--- src/rtl/alu_sequencer_if.sv ---
// Bus bundle between the ALU batch sequencer and its environment:
// batch control, ALU datapath drive/return, result handshake and status.
interface alu_sequencer_if #(
  parameter int N      = 32,
  parameter int ADDR_W = 3
);
  // Batch control
  logic              start_i;
  logic [ADDR_W-1:0] first_addr_i;
  logic [ADDR_W-1:0] last_addr_i;
  logic [3:0]        op_i;
  logic              invert_i;
  logic              c_i;
  logic              chain_i;
  logic              abort_i;

  // Drive to ROMs / ALU
  logic [ADDR_W-1:0] addra_o;
  logic [ADDR_W-1:0] addrb_o;
  logic [3:0]        operacion_o;
  logic              invert_o;
  logic              c_o;

  // Return from ALU
  logic [N-1:0]      alu_res_i;
  logic              alu_c_i;

  // Result handshake toward display/consumer
  logic [N-1:0]      res_o;
  logic              res_c_o;
  logic [ADDR_W-1:0] res_addr_o;
  logic              res_valid_o;
  logic              res_ready_i;

  // Status
  logic              busy_o;
  logic              done_o;

  // Sequencer side
  modport master (
    input  start_i, first_addr_i, last_addr_i, op_i, invert_i, c_i, chain_i,
           abort_i, alu_res_i, alu_c_i, res_ready_i,
    output addra_o, addrb_o, operacion_o, invert_o, c_o,
           res_o, res_c_o, res_addr_o, res_valid_o, busy_o, done_o
  );

  // Environment side (ROMs, ALU, consumer, controller)
  modport slave (
    output start_i, first_addr_i, last_addr_i, op_i, invert_i, c_i, chain_i,
           abort_i, alu_res_i, alu_c_i, res_ready_i,
    input  addra_o, addrb_o, operacion_o, invert_o, c_o,
           res_o, res_c_o, res_addr_o, res_valid_o, busy_o, done_o
  );
endinterface

--- src/rtl/alu_sequencer.sv ---
// Batch sequencer for the ALU datapath: walks both operand ROM addresses
// from first to last (with wrap), waits a settle time per pair, captures
// result/carry-out and hands each result over a valid/ready handshake.
// Optional carry chaining turns the batch into a multi-word add/sub.
module alu_sequencer #(
  parameter int N          = 32,
  parameter int ADDR_W     = 3,
  parameter int SETTLE_CYC = 2
) (
  input  logic             clk_i,
  input  logic             rst_i,
  alu_sequencer_if.master  bus
);

  localparam int CNT_W = (SETTLE_CYC > 1) ? $clog2(SETTLE_CYC) : 1;

  typedef enum logic [2:0] {
    IDLE    = 3'd0,
    ISSUE   = 3'd1,
    SETTLE  = 3'd2,
    CAPTURE = 3'd3,
    HOLD    = 3'd4,
    DONE    = 3'd5
  } state_t;

  state_t            state_q,     state_d;
  logic [ADDR_W-1:0] addr_q,      addr_d;
  logic [ADDR_W-1:0] last_q,      last_d;
  logic [3:0]        op_q,        op_d;
  logic              inv_q,       inv_d;
  logic              chain_q,     chain_d;
  logic              carry_q,     carry_d;
  logic [CNT_W-1:0]  cnt_q,       cnt_d;
  // ALU-facing copies, only reloaded when a pair is issued so the ALU
  // sees stable controls from ISSUE through HOLD even if carry_q moves.
  logic [ADDR_W-1:0] alu_addr_q,  alu_addr_d;
  logic [3:0]        alu_op_q,    alu_op_d;
  logic              alu_inv_q,   alu_inv_d;
  logic              alu_c_q,     alu_c_d;
  logic [N-1:0]      res_q,       res_d;
  logic              res_c_q,     res_c_d;
  logic [ADDR_W-1:0] res_addr_q,  res_addr_d;
  logic              res_valid_q, res_valid_d;
  logic              busy_q,      busy_d;
  logic              done_q,      done_d;

  // Next-state and next-output computation for the whole sequencer
  always_comb begin
    state_d     = state_q;
    addr_d      = addr_q;
    last_d      = last_q;
    op_d        = op_q;
    inv_d       = inv_q;
    chain_d     = chain_q;
    carry_d     = carry_q;
    cnt_d       = cnt_q;
    alu_addr_d  = alu_addr_q;
    alu_op_d    = alu_op_q;
    alu_inv_d   = alu_inv_q;
    alu_c_d     = alu_c_q;
    res_d       = res_q;
    res_c_d     = res_c_q;
    res_addr_d  = res_addr_q;
    res_valid_d = res_valid_q;

    if (bus.abort_i) begin
      // Abort wins over start and ready; captured results stay visible.
      state_d     = IDLE;
      res_valid_d = 1'b0;
    end else begin
      case (state_q)
        IDLE, DONE: begin
          if (bus.start_i) begin
            op_d       = bus.op_i;
            inv_d      = bus.invert_i;
            chain_d    = bus.chain_i;
            carry_d    = bus.c_i;
            addr_d     = bus.first_addr_i;
            last_d     = bus.last_addr_i;
            alu_addr_d = bus.first_addr_i;
            alu_op_d   = bus.op_i;
            alu_inv_d  = bus.invert_i;
            alu_c_d    = bus.c_i;
            state_d    = ISSUE;
          end
        end
        ISSUE: begin
          cnt_d   = CNT_W'(SETTLE_CYC - 1);
          state_d = SETTLE;
        end
        SETTLE: begin
          if (cnt_q == '0) begin
            state_d = CAPTURE;
          end else begin
            cnt_d = cnt_q - CNT_W'(1);
          end
        end
        CAPTURE: begin
          res_d       = bus.alu_res_i;
          res_c_d     = bus.alu_c_i;
          res_addr_d  = addr_q;
          res_valid_d = 1'b1;
          if (chain_q) begin
            carry_d = bus.alu_c_i;
          end
          state_d = HOLD;
        end
        HOLD: begin
          if (res_valid_q && bus.res_ready_i) begin
            res_valid_d = 1'b0;
            if (addr_q == last_q) begin
              state_d = DONE;
            end else begin
              addr_d     = addr_q + ADDR_W'(1);
              alu_addr_d = addr_q + ADDR_W'(1);
              alu_op_d   = op_q;
              alu_inv_d  = inv_q;
              alu_c_d    = carry_q;
              state_d    = ISSUE;
            end
          end
        end
        default: begin
          state_d     = IDLE;
          res_valid_d = 1'b0;
        end
      endcase
    end

    busy_d = (state_d != IDLE) && (state_d != DONE);
    done_d = (state_d == DONE);
  end

  // State and registered outputs; async reset returns everything to zero
  always_ff @(posedge clk_i or posedge rst_i) begin
    if (rst_i) begin
      state_q     <= IDLE;
      addr_q      <= '0;
      last_q      <= '0;
      op_q        <= '0;
      inv_q       <= 1'b0;
      chain_q     <= 1'b0;
      carry_q     <= 1'b0;
      cnt_q       <= '0;
      alu_addr_q  <= '0;
      alu_op_q    <= '0;
      alu_inv_q   <= 1'b0;
      alu_c_q     <= 1'b0;
      res_q       <= '0;
      res_c_q     <= 1'b0;
      res_addr_q  <= '0;
      res_valid_q <= 1'b0;
      busy_q      <= 1'b0;
      done_q      <= 1'b0;
    end else begin
      state_q     <= state_d;
      addr_q      <= addr_d;
      last_q      <= last_d;
      op_q        <= op_d;
      inv_q       <= inv_d;
      chain_q     <= chain_d;
      carry_q     <= carry_d;
      cnt_q       <= cnt_d;
      alu_addr_q  <= alu_addr_d;
      alu_op_q    <= alu_op_d;
      alu_inv_q   <= alu_inv_d;
      alu_c_q     <= alu_c_d;
      res_q       <= res_d;
      res_c_q     <= res_c_d;
      res_addr_q  <= res_addr_d;
      res_valid_q <= res_valid_d;
      busy_q      <= busy_d;
      done_q      <= done_d;
    end
  end

  assign bus.addra_o     = alu_addr_q;
  assign bus.addrb_o     = alu_addr_q;
  assign bus.operacion_o = alu_op_q;
  assign bus.invert_o    = alu_inv_q;
  assign bus.c_o         = alu_c_q;
  assign bus.res_o       = res_q;
  assign bus.res_c_o     = res_c_q;
  assign bus.res_addr_o  = res_addr_q;
  assign bus.res_valid_o = res_valid_q;
  assign bus.busy_o      = busy_q;
  assign bus.done_o      = done_q;

endmodule

--- src/flat_wrapper.sv ---
// flat-port wrapper written by rule: the top's interface ports become plain ports
module alu_sequencer_flat 
#(
  parameter int N          = 32,
  parameter int ADDR_W     = 3,
  parameter int SETTLE_CYC = 2
)
  (clk_i, rst_i, bus_start_i, bus_first_addr_i, bus_last_addr_i, bus_op_i, bus_invert_i, bus_c_i, bus_chain_i, bus_abort_i, bus_alu_res_i, bus_alu_c_i, bus_res_ready_i, bus_addra_o, bus_addrb_o, bus_operacion_o, bus_invert_o, bus_c_o, bus_res_o, bus_res_c_o, bus_res_addr_o, bus_res_valid_o, bus_busy_o, bus_done_o);
  alu_sequencer_if #(.N(N), .ADDR_W(ADDR_W)) bus_i ();
  input  logic clk_i;
  input  logic rst_i;
  input wire logic [$bits(bus_i.start_i)-1:0] bus_start_i;
  input wire logic [$bits(bus_i.first_addr_i)-1:0] bus_first_addr_i;
  input wire logic [$bits(bus_i.last_addr_i)-1:0] bus_last_addr_i;
  input wire logic [$bits(bus_i.op_i)-1:0] bus_op_i;
  input wire logic [$bits(bus_i.invert_i)-1:0] bus_invert_i;
  input wire logic [$bits(bus_i.c_i)-1:0] bus_c_i;
  input wire logic [$bits(bus_i.chain_i)-1:0] bus_chain_i;
  input wire logic [$bits(bus_i.abort_i)-1:0] bus_abort_i;
  input wire logic [$bits(bus_i.alu_res_i)-1:0] bus_alu_res_i;
  input wire logic [$bits(bus_i.alu_c_i)-1:0] bus_alu_c_i;
  input wire logic [$bits(bus_i.res_ready_i)-1:0] bus_res_ready_i;
  output wire logic [$bits(bus_i.addra_o)-1:0] bus_addra_o;
  output wire logic [$bits(bus_i.addrb_o)-1:0] bus_addrb_o;
  output wire logic [$bits(bus_i.operacion_o)-1:0] bus_operacion_o;
  output wire logic [$bits(bus_i.invert_o)-1:0] bus_invert_o;
  output wire logic [$bits(bus_i.c_o)-1:0] bus_c_o;
  output wire logic [$bits(bus_i.res_o)-1:0] bus_res_o;
  output wire logic [$bits(bus_i.res_c_o)-1:0] bus_res_c_o;
  output wire logic [$bits(bus_i.res_addr_o)-1:0] bus_res_addr_o;
  output wire logic [$bits(bus_i.res_valid_o)-1:0] bus_res_valid_o;
  output wire logic [$bits(bus_i.busy_o)-1:0] bus_busy_o;
  output wire logic [$bits(bus_i.done_o)-1:0] bus_done_o;
  assign bus_i.start_i = bus_start_i;
  assign bus_i.first_addr_i = bus_first_addr_i;
  assign bus_i.last_addr_i = bus_last_addr_i;
  assign bus_i.op_i = bus_op_i;
  assign bus_i.invert_i = bus_invert_i;
  assign bus_i.c_i = bus_c_i;
  assign bus_i.chain_i = bus_chain_i;
  assign bus_i.abort_i = bus_abort_i;
  assign bus_i.alu_res_i = bus_alu_res_i;
  assign bus_i.alu_c_i = bus_alu_c_i;
  assign bus_i.res_ready_i = bus_res_ready_i;
  assign bus_addra_o = bus_i.addra_o;
  assign bus_addrb_o = bus_i.addrb_o;
  assign bus_operacion_o = bus_i.operacion_o;
  assign bus_invert_o = bus_i.invert_o;
  assign bus_c_o = bus_i.c_o;
  assign bus_res_o = bus_i.res_o;
  assign bus_res_c_o = bus_i.res_c_o;
  assign bus_res_addr_o = bus_i.res_addr_o;
  assign bus_res_valid_o = bus_i.res_valid_o;
  assign bus_busy_o = bus_i.busy_o;
  assign bus_done_o = bus_i.done_o;
  alu_sequencer #(.N(N), .ADDR_W(ADDR_W), .SETTLE_CYC(SETTLE_CYC)) u_core (.clk_i(clk_i), .rst_i(rst_i), .bus(bus_i));
endmodule
--- config.mk ---
export PLATFORM = sky130hd
export DESIGN_NAME = alu_sequencer_flat
export DESIGN_NICKNAME = d
export VERILOG_FILES = /design/src/rtl/alu_sequencer_if.sv /design/src/rtl/alu_sequencer.sv /design/src/flat_wrapper.sv
export SDC_FILE = /design/constraint.sdc
export NUM_CORES = 1
export LEC_CHECK = 0
export BUFFER_PORTS_ARGS = -buffer_cell sky130_fd_sc_hd__buf_2
export CAP_MARGIN = 20
export CORE_MARGIN = 3
export CORE_UTILIZATION = 49
export DETAILED_ROUTE_END_ITERATION = 6
export MAX_ROUTING_LAYER = met4
export PLACE_DENSITY = 0.8
export RECOVER_POWER = 25
export SLEW_MARGIN = 20
export SYNTH_ARGS = -nofsm -noshare
export SYNTH_HDL_FRONTEND = slang
export SYNTH_SLANG_ARGS = --single-unit
--- constraint.sdc ---
create_clock -name clk_i -period 2.5 [get_ports clk_i]
set_input_delay 0.5 -clock clk_i [delete_from_list [all_inputs] [get_ports clk_i]]
set_output_delay 0.5 -clock clk_i [all_outputs]
set_load 0.02 [all_outputs]
== After elaboration in Yosys (flattened, before gate mapping) ==
Index checks and enable logic that the tools add are counted.

* $add $sub $neg: 2
* $mul: 0
* Div/mod/pow operators: 0
* Order comparisons: 0
* Equal/unequal tests: 14
* Shift-type cells: 0
* Multiplexer cells: 29
* Bitwise gates (word level): 1
* Reductions and logical operators: 15

{| class="wikitable"
|+ Operators by type and width
! kind !! number
|-
| 3-bit 2-to-1 mux || 8
|-
| 3-bit one-hot mux with 5 select lines || 1
|-
| 4-bit 2-to-1 mux || 3
|-
| 1-bit 2-to-1 mux || 10
|-
| 3-bit == test, second input constant || 3
|-
| 1-bit one-hot mux with 2 select lines || 4
|-
| 4-bit one-hot mux with 2 select lines || 1
|-
| 3-bit by 2-bit == test with 1-bit output, second input constant || 2
|-
| 2-bit by 1-bit inequality test with 1-bit output, second input constant || 3
|-
| 3-bit one-hot mux with 2 select lines || 1
|-
| 2-bit AND reduction || 3
|-
| 2-bit nonzero test || 3
|-
| 5-bit AND reduction || 1
|-
| 2-bit inequality test, second input constant || 2
|-
| 4-bit AND reduction || 1
|-
| 4-bit OR reduction || 1
|-
| 3-bit by 1-bit adder with 3-bit output, second input constant || 1
|-
| 3-bit by 1-bit == test with 1-bit output, second input constant || 1
|-
| 3-bit == test || 1
|-
| 3-bit logical NOT || 1
|-
| 3-bit by 2-bit inequality test with 1-bit output, second input constant || 1
|-
| 3-bit inequality test, second input constant || 1
|-
| 1-bit one-hot mux with 3 select lines || 1
|-
| 3-bit AND reduction || 1
|-
| 5 further kinds || 6
|}

* Flip-flop bits (word level): 62
* Latch bits: 0
* RAM bits: 0
* ROM bits: 0
* Input bits: 51
* Output and inout port bits: 51
* Memories: 0

== Longest topological paths before layout ==
* Depth in word-level cells: 7
* Gate-level depth with buffers: 7
* Depth with buffers taken out: 5

== Least setup slack after synthesis ==
Ideal clock, no wire load.

* Kind: input-to-reg
* Start point: input bus_abort_i
* End point: register u_core.res_q[0], in the netlist u_core.bus.res_o[0]
* Arrival time: 1.492 ns
* Path slack: 0.883 ns
* Cell stages on the path: 4
* Path buffers: 2
* Cell sequence: clkbuf_1 -> nor2_4 -> buf_4 -> mux2_2

* Longest elaborated chain between the ends: 2

{| class="wikitable"
|+ Ends and longest elaborated chain
! item !! line !! source
|-
| start, declared || flat_wrapper.sv:19 || <nowiki>input wire logic [$bits(bus_i.abort_i)-1:0] bus_abort_i;</nowiki>
|-
| 1-bit inverter (no source line) || -- ||
|-
| 2-bit AND reduction (no source line) || -- ||
|-
| end signal, assigned || alu_sequencer.sv:168 || <nowiki>res_q <= res_d;</nowiki>
|-
| end, declared || alu_sequencer.sv:40 || <nowiki>logic [N-1:0] res_q, res_d;</nowiki>
|}

No other way between the ends.
A chain may end at the register's enable or synchronous reset.

== Worst setup path in the final report ==
* Start point: register u_core.state_q[2]
* End point: register u_core.res_q[30], in the netlist u_core.bus.res_o[30]

* Longest elaborated chain between the ends: 2

{| class="wikitable"
|+ Ends and longest elaborated chain
! item !! line !! source
|-
| start, declared || alu_sequencer.sv:26 || <nowiki>state_t state_q, state_d;</nowiki>
|-
| start signal, assigned || alu_sequencer.sv:156 || <nowiki>state_q <= state_d;</nowiki>
|-
| 3-bit by 2-bit == test with 1-bit output || alu_sequencer.sv:71 || <nowiki>case (state_q)</nowiki>
|-
| 2-bit AND reduction (no source line) || -- ||
|}

No other way between the ends.

==> impl_metrics.py <==
metrics = {
    "sta": {
        "hold_viol": 0,
        "finalWorstSetupSlack_ns": 0.620,
        "max_freq_mhz": 532,
        "period_share": 0.752,
        "maxSlewHeadroom": 0.0382,
        "finalSetupViolCount": 0,
        "slew_violations": 0,
        "fin_skew_ns": 0.00797,
        "holdWs_ns": 0.382,
        "worst_slew_pin_slew_ns": 1.44,
        "rsz0062_at_grt": "false",
        "min_period_ns": 1.88,
        "setup_tns_ns": 0,
    },
    "drt": {
        "drtAntennaViolNets": 0,
        "drt-initial-drc-count": 84,
        "firstDrtPassIters": 4,
        "vias_per_cell": 4.96,
        "wire_per_inst_um": 14.6,
        "drc_errors": 0,
        "vias": 1870,
        "drt-total-wl_mm": 5.51,
    },
    "clock_network": {
        "clk_pin_slew_ns": 0.07,
        "cts_sinks": 62,
        "clock_path_buffers": 2,
        "root_buffer": "clkbuf_8",
        "cts_tree": "done",
        "cts_resized": 0,
        "post_cts_buffers": 0,
        "cts_hold_buf": 0,
        "cts_buffers": 9,
        "clock_latency_ns": 0.34,
        "cts_max_level": 3,
    },
    "die": {
        "die_w_um": 80.0,
        "start_util": 0.515,
        "die_area_um2": 6400,
        "coreArea_um2": 5200,
        "pin_count": 102,
        "die_h_um": 80.0,
        "rows": 26,
    },
    "global_route": {
        "grt_pass1_vias": 1913,
        "grt_pass1_wl_mm": 8.91,
        "grt_usage": 0.190,
        "grt_max_degree": 63,
        "antenna_found_initial": 0,
        "grt_overflow": 0,
    },
    "critical_path": {
        "timing.rr.start": "u_core.state_q[2]$_DFF_PP0_",
        "endpoint_kind": "register",
        "critPathLaunch": "u_core.state_q[2]$_DFF_PP0_",
        "critical_path_class": "reg2reg",
        "worst_setup_path_start_kind": "register",
        "r2r_end": "u_core.bus.res_o[30]$_DFFE_PP0P_",
        "cp.required_ns": 2.72,
        "critPathMaxFanout": 37,
        "rr_worst_depth": 4,
        "r2r_slack_ns": 0.62,
        "worstPathArrival_ns": 2.10,
    },
    "hold_path": {
        "hp-class": "in2reg",
        "min_path_cells": 2,
        "min-delay-start": "bus_alu_res_i[31]",
        "min_to": "u_core.bus.res_o[31]$_DFFE_PP0P_",
    },
    "synth": {
        "synth_area_per_cell_um2": 13.4,
        "synth_area_um2": 2680,
        "synth_top_area_share": 0.579,
        "synth_cells": 200,
        "yosysSeqAreaShare": 0.579,
        "ys_seq_elements": 62,
        "yosys-top-cells-area": "dfrtp_1, mux2_2, mux2i_1, buf_6, nand2_1",
        "yosysWarningCount": 0,
        "yosysMostFrequentCell": "dfrtp_1",
        "yosysTopAreaCell": "dfrtp_1",
        "synthFlopType": "dfrtp_1",
        "synth-edff-count": 0,
        "synthDistinctLibCells": 36,
        "synthTopCellsByCount": "dfrtp_1, mux2_2, nand2_1, nor2_1, mux2i_1",
        "syn-num-nets": 252,
        "async_reset_ff_frac": 1.00,
    },
    "placed_design": {
        "dp_slack_ns": 0.599,
        "hpwl_mm": 4.10,
        "place_congestion": 0.778,
        "place_inst": 361,
        "port_buffers": 101,
    },
    "power": {
        "vdd_drop_max_mv": 0.691,
        "clkPwrFrac": 0.209,
        "combinationalPowerShare": 0.380,
        "leakagePower_nw": 1.70,
        "powerDensity_nw_per_um2": 1230,
        "seq_power_share": 0.411,
        "swShare": 0.374,
        "p_switching_mw": 1.57,
        "p_int_mw": 2.62,
    },
    "flow_run": {
        "cap_violations": 0,
    },
    "layout": {
        "multi_input_area_um2": 1020,
        "syn_to_final_growth_pct": 26.5,
        "drive_above_1_share": 0.534,
        "antenna_cells": 0,
        "ff_latch_area_um2": 1550,
        "instances_no_fill": 377,
        "utilization": 0.651,
        "nets": 354,
        "fill_cells": 430,
    },
    "status": {
        "status": "complete, no violations",
    },
}
## through the flow
stage	power (mW)	cell area (µm²)
after floorplan	2.81	2680
after CTS	4.24	3410
after global routing	4.45	3390
final	4.19	3390
after global placement	3.29	3210
after detailed placement	3.36	3210
## metal layers
layer  part of all wire  track usage
met5                  0            -
met4              0.015       0.0946
met3              0.044       0.0440
met2               0.53        0.305
met1               0.41        0.225
## layout by cell type (no fill, tap or decap), drive strengths merged, types with 2 or more instances in the layout
| cell | n |
|---|---|
| clkbuf | 13 |
| o22a | 2 |
| nor2 | 11 |
| o21ai | 10 |
| nor4b | 2 |
| buf | 102 |
| clkinv | 4 |
| a21oi | 4 |
| mux2 | 45 |
| xnor2 | 4 |
| dfrtp | 62 |
| nand2 | 11 |
| mux2i | 9 |
| inv | 2 |
| nor3 | 3 |
| a31oi | 3 |
| nand2b | 4 |
## flip-flops by register name, summed over array words and instances, names as in the netlist
signal,flops
u_core.bus.addra_o,3
u_core.bus.busy_o,1
u_core.bus.c_o,1
u_core.bus.done_o,1
u_core.bus.invert_o,1
u_core.bus.operacion_o,4
u_core.bus.res_addr_o,3
u_core.bus.res_c_o,1
u_core.bus.res_o,32
u_core.bus.res_valid_o,1
u_core.carry_q,1
u_core.chain_q,1
u_core.cnt_q,1
u_core.inv_q,1
u_core.last_q,3
u_core.op_q,4
u_core.state_q,3
## cells by family after synthesis
kind of cell             count (synthesis)  synth area share
adder cells (fa/ha/maj)                  2           0.00840
multiplexers                            54             0.223
XOR/XNOR                                 5            0.0163
AO/OA/AOI/OAI                           25            0.0621
flip-flops                              62             0.579
AND/OR/NAND/NOR                         37            0.0714
buffers and inverters                   15            0.0406
## critical path: stages (launching register included)
cell	delay [ns]
dfrtp_1	0.52
nand3b_2	0.34
nor2_4	0.11
buf_4	0.39
mux2_2	0.39
## layout make-up
| cell class | instances | share of cell area |
|---|---|---|
| clock inverter | 5 | 0.0170 |
| timing repair buffer | 104 | 0.155 |
| sequential | 62 | 0.458 |
| multi-input combinational | 123 | 0.301 |
| inverter | 2 | 0.00221 |
| clock buffer | 11 | 0.0417 |
| tap | 70 | 0.0258 |
## power groups by stage
stage                     sequential (mW)  clock (mW)  combinational [mW]
final                                1.72       0.875                1.59
after global routing                 1.79       0.947                1.71
after CTS                            1.73       0.892                1.62
after detailed placement             1.74           0                1.62
after global placement               1.71           0                1.58
after floorplan                      2.16           0               0.650
## worst max-delay path by stage
stage,endpoint,slack (ns)
after global placement,u_core.bus.res_o[29]$_DFFE_PP0P_,0.62
after floorplan,u_core.bus.addra_o[0]$_DFFE_PP0P_,0.46
after global routing,u_core.bus.addra_o[0]$_DFFE_PP0P_,0.44
after CTS,u_core.bus.addra_o[0]$_DFFE_PP0P_,0.60
final,u_core.bus.res_o[30]$_DFFE_PP0P_,0.62
after detailed placement,u_core.bus.addra_o[0]$_DFFE_PP0P_,0.60
No activity file was read; power rests on OpenSTA's default activity.
